File: config.mk
export PLATFORM = sky130hd
export DESIGN_NAME = mux_scan_bist_flat
export DESIGN_NICKNAME = d
export VERILOG_FILES = /design/src/rtl/mux_scan_bist_if.sv /design/src/rtl/mux_scan_bist.sv /design/src/flat_wrapper.sv
export SDC_FILE = /design/constraint.sdc
export NUM_CORES = 1
export LEC_CHECK = 0
export CAP_MARGIN = 15
export CORE_ASPECT_RATIO = 0.9
export CORE_MARGIN = 4
export CORE_UTILIZATION = 40
export CTS_BUF_LIST = sky130_fd_sc_hd__clkbuf_8
export DETAILED_ROUTE_END_ITERATION = 16
export HOLD_SLACK_MARGIN = 0.06
export PLACE_DENSITY = 0.66
export REMOVE_ABC_BUFFERS = 1
export SLEW_MARGIN = 20
export SYNTH_ARGS = -nofsm -noshare
export SYNTH_HDL_FRONTEND = slang
export SYNTH_SLANG_ARGS = --single-unit
File: constraint.sdc
create_clock -name clk -period 2.8 [get_ports clk]
set_input_delay 0.56 -clock clk [delete_from_list [all_inputs] [get_ports clk]]
set_output_delay 0.56 -clock clk [all_outputs]
set_load 0.02 [all_outputs]
File: src/rtl/mux_scan_bist_if.sv
// Bus between the scan/BIST sequencer and its environment: test request and
// word, the mux select/data/output triple, and the scan result signals.
interface mux_scan_bist_if #(
    parameter int CNT_W = 8
);
    logic             start;
    logic [0:3]       d_in;
    logic [0:1]       mux_s;
    logic [0:3]       mux_d;
    logic             mux_o;
    logic             busy;
    logic             done;
    logic [0:3]       q;
    logic             err;
    logic [CNT_W-1:0] err_cnt;

    // Environment side: requests scans, models the mux, observes results.
    modport master (
        output start, d_in, mux_o,
        input  mux_s, mux_d, busy, done, q, err, err_cnt
    );

    // Sequencer side.
    modport slave (
        input  start, d_in, mux_o,
        output mux_s, mux_d, busy, done, q, err, err_cnt
    );
endinterface

File: src/rtl/mux_scan_bist.sv
// Built-in self-test sequencer for a 4x1 mux. Latches a test word, drives it
// onto the mux data inputs, walks the select through 0..3 holding each value
// SETTLE cycles, samples mux_o once per select, reassembles the samples into
// q and flags a mismatch. A saturating counter tracks failed scans.
module mux_scan_bist #(
    parameter int SETTLE = 1,
    parameter int CNT_W  = 8
) (
    input  logic             clk,
    input  logic             rst,
    mux_scan_bist_if.slave   bus
);
    typedef enum logic [1:0] {
        IDLE = 2'd0,
        SCAN = 2'd1,
        DONE = 2'd2
    } state_t;

    localparam logic [3:0]       SETTLE_LAST = 4'(SETTLE - 1);
    localparam logic [CNT_W-1:0] CNT_MAX     = {CNT_W{1'b1}};

    state_t           state_r, state_s;
    logic [1:0]       k_r, k_s;
    logic [3:0]       c_r, c_s;
    logic [0:3]       mux_d_r, mux_d_s;
    logic [0:3]       q_r, q_s;
    logic [0:1]       mux_s_r, mux_s_s;
    logic             err_r, err_s;
    logic             done_r, done_s;
    logic             busy_r, busy_s;
    logic [CNT_W-1:0] cnt_r, cnt_s;
    logic [0:3]       word_s;

    // Next-state and next-output computation for the scan sequencer.
    always_comb begin
        state_s = state_r;
        k_s     = k_r;
        c_s     = c_r;
        mux_d_s = mux_d_r;
        q_s     = q_r;
        err_s   = err_r;
        cnt_s   = cnt_r;
        done_s  = 1'b0;
        word_s  = q_r;
        case (state_r)
            IDLE: begin
                k_s = 2'd0;
                c_s = 4'd0;
                if (bus.start) begin
                    state_s = SCAN;
                    mux_d_s = bus.d_in;
                    q_s     = 4'b0000;
                end else begin
                    state_s = IDLE;
                end
            end
            SCAN: begin
                if (c_r == SETTLE_LAST) begin
                    c_s      = 4'd0;
                    q_s[k_r] = bus.mux_o;
                    if (k_r == 2'd3) begin
                        // Last sample: k stays at 3 through DONE, no wrap in SCAN.
                        state_s = DONE;
                        done_s  = 1'b1;
                        word_s  = {q_r[0], q_r[1], q_r[2], bus.mux_o};
                        err_s   = (word_s != mux_d_r);
                        if (err_s && (cnt_r != CNT_MAX)) begin
                            cnt_s = cnt_r + CNT_W'(1'b1);
                        end else begin
                            cnt_s = cnt_r;
                        end
                    end else begin
                        k_s = k_r + 2'd1;
                    end
                end else begin
                    c_s = c_r + 4'd1;
                end
            end
            DONE: begin
                state_s = IDLE;
                k_s     = 2'd0;
                c_s     = 4'd0;
            end
            default: begin
                state_s = IDLE;
                k_s     = 2'd0;
                c_s     = 4'd0;
            end
        endcase
        busy_s  = (state_s != IDLE);
        // mux_s[0] carries weight 1, mux_s[1] weight 2.
        mux_s_s = {k_s[0], k_s[1]};
    end

    // State and registered-output update with synchronous reset priority.
    always_ff @(posedge clk) begin
        if (rst) begin
            state_r <= IDLE;
            k_r     <= 2'd0;
            c_r     <= 4'd0;
            mux_d_r <= 4'b0000;
            q_r     <= 4'b0000;
            mux_s_r <= 2'b00;
            err_r   <= 1'b0;
            done_r  <= 1'b0;
            busy_r  <= 1'b0;
            cnt_r   <= {CNT_W{1'b0}};
        end else begin
            state_r <= state_s;
            k_r     <= k_s;
            c_r     <= c_s;
            mux_d_r <= mux_d_s;
            q_r     <= q_s;
            mux_s_r <= mux_s_s;
            err_r   <= err_s;
            done_r  <= done_s;
            busy_r  <= busy_s;
            cnt_r   <= cnt_s;
        end
    end

    assign bus.mux_s   = mux_s_r;
    assign bus.mux_d   = mux_d_r;
    assign bus.busy    = busy_r;
    assign bus.done    = done_r;
    assign bus.q       = q_r;
    assign bus.err     = err_r;
    assign bus.err_cnt = cnt_r;
endmodule

File: src/flat_wrapper.sv
// flat-port wrapper written by rule: the top's interface ports become plain ports
module mux_scan_bist_flat 
#(
    parameter int SETTLE = 1,
    parameter int CNT_W  = 8
)
  (clk, rst, bus_start, bus_d_in, bus_mux_o, bus_mux_s, bus_mux_d, bus_busy, bus_done, bus_q, bus_err, bus_err_cnt);
  mux_scan_bist_if #(.CNT_W(CNT_W)) bus_i ();
  input  logic clk;
  input  logic rst;
  input wire logic [$bits(bus_i.start)-1:0] bus_start;
  input wire logic [$bits(bus_i.d_in)-1:0] bus_d_in;
  input wire logic [$bits(bus_i.mux_o)-1:0] bus_mux_o;
  output wire logic [$bits(bus_i.mux_s)-1:0] bus_mux_s;
  output wire logic [$bits(bus_i.mux_d)-1:0] bus_mux_d;
  output wire logic [$bits(bus_i.busy)-1:0] bus_busy;
  output wire logic [$bits(bus_i.done)-1:0] bus_done;
  output wire logic [$bits(bus_i.q)-1:0] bus_q;
  output wire logic [$bits(bus_i.err)-1:0] bus_err;
  output wire logic [$bits(bus_i.err_cnt)-1:0] bus_err_cnt;
  assign bus_i.start = bus_start;
  assign bus_i.d_in = bus_d_in;
  assign bus_i.mux_o = bus_mux_o;
  assign bus_mux_s = bus_i.mux_s;
  assign bus_mux_d = bus_i.mux_d;
  assign bus_busy = bus_i.busy;
  assign bus_done = bus_i.done;
  assign bus_q = bus_i.q;
  assign bus_err = bus_i.err;
  assign bus_err_cnt = bus_i.err_cnt;
  mux_scan_bist #(.SETTLE(SETTLE), .CNT_W(CNT_W)) u_core (.clk(clk), .rst(rst), .bus(bus_i));
endmodule
==> results.md, run 1 <==
- Global-route wire length before repair: 4330 um
- Postcts setup bufs: 0
- Data arrival, critical path: 2480 ps
- Antenna viol nets, final: 0
- Final max-slew violation count: 0
- Synth-to-Final Area Change: 29.6%
- Slew of the pin with the lowest slew margin: 409 ps
- FMAX: 432 MHz
- Hold Crit Class: reg2reg
- RD Place Congestion: about 0.78
- Worst Setup SP: u_core.c_r[0]
- Post-synthesis xor/xnor area fraction: 0.0559
- # setup viols final: 0
- Via-per-instance ratio: 4.86
- Peak supply drop: 0.000311 V
- Status: finished clean
- Max_cap viols: 0
- Final worst hold slack: 476 ps
- Resize count post-CTS: 0
- CTS sink cnt: 27
- Kind of critical path: reg2reg
- Lkg Pwr: ~0.6 nW
- Worst setup SP type: flip-flop
- Largest net degree at the start of global routing: 17
- Clk pin slew, worst setup/hold paths: about 90 ps
- Clock skew: 1.93 ps
- Worst Min Path Start: u_core.c_r[0]
- Mux cell area share after synthesis: 0.0709
- Residual DRC: 0
- FF-to-FF Start: u_core.c_r[0]
- Worst rel slew slack: 0.727
- Max H-tree Level: 1
- Die ar.: 4090 sq um
- Ant. Diodes: 0
- Inserted Clock Buffers: 3
- Initial antenna violation count: 0
- Mapped Cells: 137
- Warnings, synthesis: 0
- Crit path time final: 2310 ps
- CTS tree: built
- Avg Cell Area, Syn: 9.15 sq um
- Row cnt: 18
- CTS Buffer Depth: 2
- Post-Synthesis Cell Area: 1250 sq um
- Critical path peak fanout: 7
- Clock Latency Late Sink: 270 ps
- Seq cells post-synth: 27
- TritonRoute pass-1 iters: 4
- CP endpoint kind: flip-flop
- RSZ-0062 raised after global routing: no
- All-layer global routing usage: 0.139
- Routed length per instance: 11.8 um
- Hold Fails Final Rpt: 0
- Die Y: 61.1 um
- IO Port Bufs: 28
- DR iter-0 viols: 37
- Pwr per Cell Area: about 430 nW/um^2
- Layout Nets: between 150 and 200
- Crit path required time: ~3000 ps
- Via Count: 1011
- Setup tns final: 0 ps
- Synth Area in Adders: 0.0699
- Vias in the first global route: 1022
- Cts hold-fix bufs: 0
- DP HPWL: 1920 um
- Filler instances: approximately 270
- GR Overflow Total: 0
- Core area: 2860 sq um
- Layout cells sized above 1: 0.0536
- Period Utilization, post-route: 0.826
- Root Buffer: clkbuf_8
- Total Wirelength: 2460 um
- # IOs: 29
- Compound-Gate Fraction of Synth Area: 0.0918
- Main combinational cell family by area after synthesis: simple AND/OR/NAND/NOR gates
- Initial core utilization: 0.438
- Die Wd: 67.0 um
- Post-synthesis sequential area ratio: 0.431
- Yosys cell types: 32
- Synth Area in Simple Gates: 0.250
cells by family (layout without fill, tap and decap cells):
| logic type | after synthesis | count (layout) |
|---|---|---|
| simple gates | 62 | 62 |
| fa+ha+maj | 7 | 7 |
| xor+xnor | 8 | 8 |
| flops | 27 | 27 |
| mux | 8 | 8 |
| compound gates | 17 | 17 |
| buf+inv | 8 | 39 |
metal layers:
metal	up-vias	wire, um	global-route usage
met5	-	0	0
met1	456	1180	0.162
met4	0	26	0.0434
met3	5	170	0.0529
met2	24	1080	0.239
li1	526	-	-
through the flow:
step / total power [W] / cells / cell area (sq um) / util / setup slack, ps
CTS: 0.000702 / 208 / 1630 / 0.568 / 483
floorplan: 0.000447 / 134 / 1230 / - / 633
detailed placement: 0.000485 / 204 / 1580 / 0.552 / 442
finish: 0.000691 / 208 / 1630 / 0.568 / 487
global route: 0.000729 / 208 / 1630 / 0.568 / 384
global placement: 0.000483 / 204 / 1580 / 0.552 / 497
cells in the final DEF (no fill, tap or decap):
cell              n
clkdlybuf4s50_1  28
dfxtp_1          27
nor2_1           19
nand2_1          14
a21oi_1          10
nand3_1           8
xnor2_1           7
ha_1              7
inv_1             6
nor2b_1           4
mux2i_1           4
mux2_1            3
nand2b_1          3
clkbuf_8          3
o21a_1            2
nand4_1           2
o21ai_0           2
or3_1             2
nor3b_1           2
nor4_1            2
buf_4             2
or3b_1            1
and3_1            1
nor3_4            1
o211a_1           1
o211ai_4          1
nor3_1            1
a31o_1            1
nand4bb_1         1
or2_2             1
xor2_1            1
mux2_4            1
registers in the layout, indices dropped and copies added, names as in the netlist, 2 cells and up:
register / flops
u_core.state_r: 2
u_core.bus.err_cnt: 8
u_core.bus.mux_d: 4
u_core.bus.q: 4
u_core.c_r: 4
power breakdown:
group | internal (W) | switching [W] | total (W)
sequential | 0.000392 | 0.00000788 | 0.000399
combinational | 0.0000380 | 0.0000379 | 0.0000759
clock | 0.0000984 | 0.000117 | 0.000216
total | 0.000528 | 0.000163 | 0.000691
worst max-delay path, cell delays in order, from the launching register on:
cell	delay [ps]
dfxtp_1	340
inv_1	70
ha_1	160
or3b_1	490
nor3_4	330
o211ai_4	140
or3_1	380
mux2_4	300
Yosys cell counts:
library cell	number	area, sq um
a21oi_1	10	50.1
a31o_1	1	8.76
and3_1	1	6.26
buf_1	1	3.75
buf_6	1	11.3
clkbuf_1	1	3.75
dfxtp_1	27	541
ha_1	7	87.6
inv_1	5	18.8
mux2_1	3	33.8
mux2_4	1	15.0
mux2i_1	4	40.0
nand2_1	14	52.6
nand2b_1	3	18.8
nand3_1	8	40.0
nand4_1	2	12.5
nand4bb_1	1	11.3
nor2_1	19	71.3
nor2b_1	4	25.0
nor3_1	1	5.00
nor3_4	1	16.3
nor3b_1	2	15.0
nor4_1	2	12.5
o211a_1	1	10.0
o211ai_4	1	21.3
o21a_1	2	15.0
o21ai_0	2	10.0
or2_2	1	6.26
or3_1	2	12.5
or3b_1	1	8.76
xnor2_1	7	61.3
xor2_1	1	8.76
final timing paths:
check | slack [ps] | cells past startpoint | end
max | 490 | 7 | u_core.bus.err_cnt[7]
min | 480 | 1 | u_core.c_r[0]
max reg2reg | 490 | 7 | u_core.bus.err_cnt[7]
min reg2reg | 480 | 1 | u_core.c_r[0]
layout make-up:
class                   instances  area [sq um]  share of cell area
inverters                       5          18.8              0.0115
well taps                      40          50.0              0.0308
clock buffers                   3          41.3              0.0254
clock inverters                 1          3.75             0.00231
multi-input cells             102           676               0.416
repair buffers                 30           295               0.182
flip-flops and latches         27           541               0.333
Note: power is estimated with default switching activity, not from simulation.
==> run 2: changes to the inputs <==
==> constraint.sdc (replaced) <==
create_clock -name clk -period 2.2 [get_ports clk]
set_input_delay 0.44 -clock clk [delete_from_list [all_inputs] [get_ports clk]]
set_output_delay 0.44 -clock clk [all_outputs]
set_load 0.02 [all_outputs]
==> run 2 against run 1 <==
Against the previous run: critical endpoint unchanged; clock skew about the same; combinational power up 32%; maximum frequency up 10%; sequential cell count is the same; largest power group unchanged; via count increased by 3.9%; sequential power up 28%; first-iteration DRC count fell by 14%; utilization grew 1.3 points; non-clock buffer count is 5 higher; count of clock-buffer cells in the layout unchanged; wire length rose by 10%; clock power increased by 26%.
==> results.md, run 2 (synthesis results as in run 1) <==
- Via-per-instance ratio: about 4.9
- CP endpoint kind: flip-flop
- Lkg Pwr: about 0.63 nW
- Initial antenna violation count: 0
- TritonRoute pass-1 iters: 4
- Total Wirelength: 2700 um
- Inserted Clock Buffers: 3
- Clock skew: 1.57 ps
- DP HPWL: around 2100 um
- Final max-slew violation count: 0
- DR iter-0 viols: 32
- Setup tns final: 0 ps
- Filler instances: between 200 and 300
- Hold Crit Class: reg2reg
- Peak supply drop: 0.000285 V
- Most frequent cells in the layout: clkdlybuf4s50_1 (28), dfxtp_1 (27), nor2_1 (19), nand2_1 (14), a21oi_1 (10)
- Max H-tree Level: 1
- Grt met3 use: 0.0237
- Cts hold-fix bufs: 0
- Period Utilization, post-route: 0.952
- RSZ-0062 raised after global routing: no
- Die Y: 61.1 um
- Inst Count DP: 209
- # setup viols final: 0
- Postcts setup bufs: 0
- Largest net degree at the start of global routing: 18
- FMAX: 478 MHz
- Slew of the pin with the lowest slew margin: 594 ps
- All-layer global routing usage: 0.141
- IO Port Bufs: 28
- Max_cap viols: 0
- Commonest non-fill, non-tap cell in the layout: clkdlybuf4s50_1
- Worst setup SP type: flip-flop
- CTS sink cnt: 27
- Routed length per instance: 12.7 um
- Clk pin slew, worst setup/hold paths: around 90 ps
- Grt peak-use layer: met2
- Global-route wire length before repair: 4440 um
- M1 GR Usage: 0.164
- Die Wd: 67.0 um
- RD Place Congestion: 0.700
- Row cnt: 18
- Root Buffer: clkbuf_8
- # IOs: 29
- Grt met2 use: 0.258
- Clock Latency Late Sink: 270 ps
- Die ar.: between 4000 and 5000 sq um
- Status: finished clean
- Via Count: between 1000 and 1500
- CTS Buffer Depth: 2
- Vias in the first global route: 1089
- Crit path time final: 2090 ps
- GR Overflow Total: 0
- Antenna viol nets, final: 0
- Ant. Diodes: 0
- Residual DRC: 0
- Layout cells sized above 1: 0.0809
- Fin cells: about 210
- Kind of critical path: reg2reg
- Data arrival, critical path: 2260 ps
- Crit path required time: 2360 ps
- CTS tree: built
- Max FFs per register: 8
- Resize count post-CTS: 0
- Core area: 2860 sq um
- Pwr per Cell Area: 530 nW/um^2
- Worst rel slew slack: 0.603
- Layout Nets: 189
- Synth-to-Final Area Change: 32.6%
- Hold Fails Final Rpt: 0
- Critical path peak fanout: 6
- Initial core utilization: 0.438
[run 2: cell count changes in the layout (fill, tap and decap cells not counted), sizes merged]
cell and delta:
buf +5
[run 2: per-stage QoR]
stage / util / total power (W) / hold WS (ps) / setup WS [ps] / instance area, sq um
6_report: 0.581 / 0.000881 / 469 / 106 / 1660
3_5_place_dp: 0.566 / 0.000621 / 453 / 73.0 / 1620
2_1_floorplan: - / 0.000568 / 430 / 33.3 / 1230
5_1_grt: 0.581 / 0.000915 / 509 / 7.19 / 1660
4_1_cts: 0.581 / 0.000891 / 474 / 97.6 / 1660
3_3_place_gp: 0.566 / 0.000619 / 444 / 87.3 / 1620
[run 2: area by class of cell]
type | instances | area (sq um) | area share
multi-input cells | 102 | 676 | 0.406
well taps | 40 | 50.0 | 0.0301
inverters | 5 | 18.8 | 0.0113
flip-flops and latches | 27 | 541 | 0.325
repair buffers | 35 | 333 | 0.200
clock buffers | 3 | 41.3 | 0.0248
clock inverters | 1 | 3.75 | 0.00226
[run 2: final timing paths]
kind / from / end / cells past startpoint / slack (ps)
max: u_core.c_r[0] / u_core.bus.err_cnt[7] / 7 / 110
min: u_core.c_r[0] / u_core.c_r[0] / 1 / 470
max reg2reg: u_core.c_r[0] / u_core.bus.err_cnt[7] / 7 / 110
min reg2reg: u_core.c_r[0] / u_core.c_r[0] / 1 / 470
[run 2: layer usage]
layer	vias to the layer above	part of all wire
li1	534	-
met1	487	0.46
met2	24	0.47
met3	5	0.053
met4	0	0.016
met5	-	0
[run 2: power by group]
part | leakage [nW] | internal [W] | total (W) | switching, W
Sequential | 0.219 | 0.000498 | 0.000509 | 0.0000104
Combinational | 0.384 | 0.0000507 | 0.000100 | 0.0000495
Clock | 0.0269 | 0.000125 | 0.000272 | 0.000147
[run 2: worst max-delay path, stage by stage, from the launching register on]
cell and delay [ps]:
dfxtp_1 340, inv_1 60, ha_1 150, or3b_1 410, nor3_4 230, o211ai_4 120
or3_1 380, mux2_4 300
==> run 3: changes to the inputs <==
--- a/config.mk
+++ b/config.mk
@@ -5,6 +5,7 @@
 export SDC_FILE = /design/constraint.sdc
 export NUM_CORES = 1
 export LEC_CHECK = 0
+export ABC_CLOCK_PERIOD_IN_PS = 2200
 export CAP_MARGIN = 15
 export CORE_ASPECT_RATIO = 0.9
 export CORE_MARGIN = 4
@@ -14,6 +15,7 @@
 export HOLD_SLACK_MARGIN = 0.06
 export PLACE_DENSITY = 0.66
 export REMOVE_ABC_BUFFERS = 1
+export SETUP_SLACK_MARGIN = 0.4
 export SLEW_MARGIN = 20
 export SYNTH_ARGS = -nofsm -noshare
 export SYNTH_HDL_FRONTEND = slang
==> run 3 against run 2 <==
Against the previous run: sequential share of layout area fell by 1.6 points; final cell count rose by 2.8%; first-iteration DRC count fell by 38%; final area rose by 5.9%; critical path type unchanged; worst hold slack improved by 15 ps.
==> results.md, run 3 (synthesis results as in run 1) <==
- Routed length per instance: 13.4 um
- # setup viols final: 0
- Lkg Pwr: 0.706 nW
- Period Utilization, post-route: 0.897
- CP endpoint kind: flip-flop
- Die Wd: 67.0 um
- RD Place Congestion: 0.700
- CTS Buffer Depth: 2
- IO Port Bufs: 28
- All-layer global routing usage: 0.151
- Row cnt: 18
- Setup tns final: 0 ps
- Hold Crit Class: reg2reg
- Die Y: 61.1 um
- DP Area: between 1500 and 2000 sq um
- Filler instances: 262
- Cell family with the largest share of critical-path delay: simple AND/OR/NAND/NOR gates
- Crit path required time: 2360 ps
- Initial core utilization: 0.438
- Via Count: 1094
- Layout Nets: 195
- Final max-slew violation count: 0
- Worst setup SP type: flip-flop
- Die ar.: 4090 sq um
- DP HPWL: 2100 um
- CP Cell Sequence: inv_2 > ha_4 > or3b_4 > nor3_4 > o211ai_4 > or3_1 > mux2_4
- Synth-to-Final Area Change: 40.5%
- Data arrival, critical path: 2140 ps
- CTS tree: built
- Max FFs per register: 8
- Clk pin slew, worst setup/hold paths: 90 ps
- Root Buffer: clkbuf_8
- Core area: roughly 2900 sq um
- Finished Core Util: 0.616
- Most frequent cells in the layout: clkdlybuf4s50_1 (25), dfxtp_1 (24), nor2_1 (18), nand2_1 (14), buf_4 (11)
- Crit path buf inv count: 1
- Total Wirelength: 2940 um
- Pwr per Cell Area: 501 nW/um^2
- Largest net degree at the start of global routing: 18
- Post-route cell area: approximately 1800 sq um
- Inserted Clock Buffers: 3
- Antenna viol nets, final: 0
- Crit path time final: 1970 ps
- Final worst hold slack: between 400 and 500 ps
- Max H-tree Level: 1
- Hold Fails Final Rpt: 0
- Max_cap viols: 0
- Peak supply drop: roughly 0.00029 V
- TritonRoute pass-1 iters: 4
- Critical path peak fanout: 3
- Vias in the first global route: ~1100
- Layout cells sized above 1: 0.179
- Kind of critical path: reg2reg
- CTS sink cnt: 27
- FMAX: about 510 MHz
- Clock Latency Late Sink: 270 ps
- Initial antenna violation count: 0
- Clock skew: 3.28 ps
- RSZ-0062 raised after global routing: yes
- # IOs: 29
- Via-per-instance ratio: 5.00
- Worst stage delay on the critical path: 390 ps
- Slew of the pin with the lowest slew margin: 612 ps
- Ant. Diodes: 0
- Status: finished clean
- Residual DRC: 0
- Commonest non-fill, non-tap cell in the layout: clkdlybuf4s50_1
- GR Overflow Total: 0
- Slowest cell on crit path: or3b_4
- Global-route wire length before repair: approximately 4700 um
- Worst rel slew slack: 0.591
- DR iter-0 viols: 20
==> run 3: routing by layer <==
layer,up-vias,part of all wire,GRT usage
met5,-,0,0
met1,524,0.44,0.173
met2,22,0.51,0.282
li1,546,-,-
met4,0,0.0054,0.0607
met3,2,0.049,0.0237
==> run 3: tightest hold or removal path, stage by stage (launching register included) <==
cell and delay (ps):
dfxtp_1 320, nand2b_1 70, a21oi_1 60
==> run 3: cell type report <==
| class | instances | area, sq um | share of cell area |
|---|---|---|---|
| multi-input cells | 102 | 714 | 0.406 |
| inverters | 5 | 18.8 | 0.0107 |
| clock buffers | 3 | 41.3 | 0.0234 |
| flip-flops and latches | 27 | 544 | 0.309 |
| repair buffers | 41 | 389 | 0.221 |
| clock inverters | 1 | 3.75 | 0.00213 |
| well taps | 40 | 50.0 | 0.0284 |
==> run 3: power by group <==
part,internal (W),leakage (nW),switching [W],total (W)
Sequential,0.000498,0.220,0.0000105,0.000509
Clock,0.000125,0.0269,0.000147,0.000272
Combinational,0.0000508,0.458,0.0000502,0.000101
==> run 3: through the flow <==
step                      total power, W  cells  setup WS (ps)
after floorplan                 0.000568    134           33.3
after global placement          0.000619    209           87.3
final                           0.000882    219            226
after detailed placement        0.000621    209           73.0
after global routing            0.000916    219            164
after CTS                       0.000891    219            263
==> run 3: path summary, 6_finish.rpt <==
| kind | from | to | slack (ps) | depth (start not counted) |
|---|---|---|---|---|
| min | u_core.bus.err | u_core.bus.err | 480 | 2 |
| min reg2reg | u_core.bus.err | u_core.bus.err | 480 | 2 |
| max reg2reg | u_core.c_r[1] | u_core.bus.err_cnt[7] | 230 | 7 |
| max | u_core.c_r[1] | u_core.bus.err_cnt[7] | 230 | 7 |
==> run 3: timing repair <==
action | 4_1_cts | 5_1_grt
setup endpoints to repair | 9 | 11
setup buffers | 6 | 0
pin swaps | 4 | 0
hold buffers | 0 | 0
gates resized for setup | 14 | 5
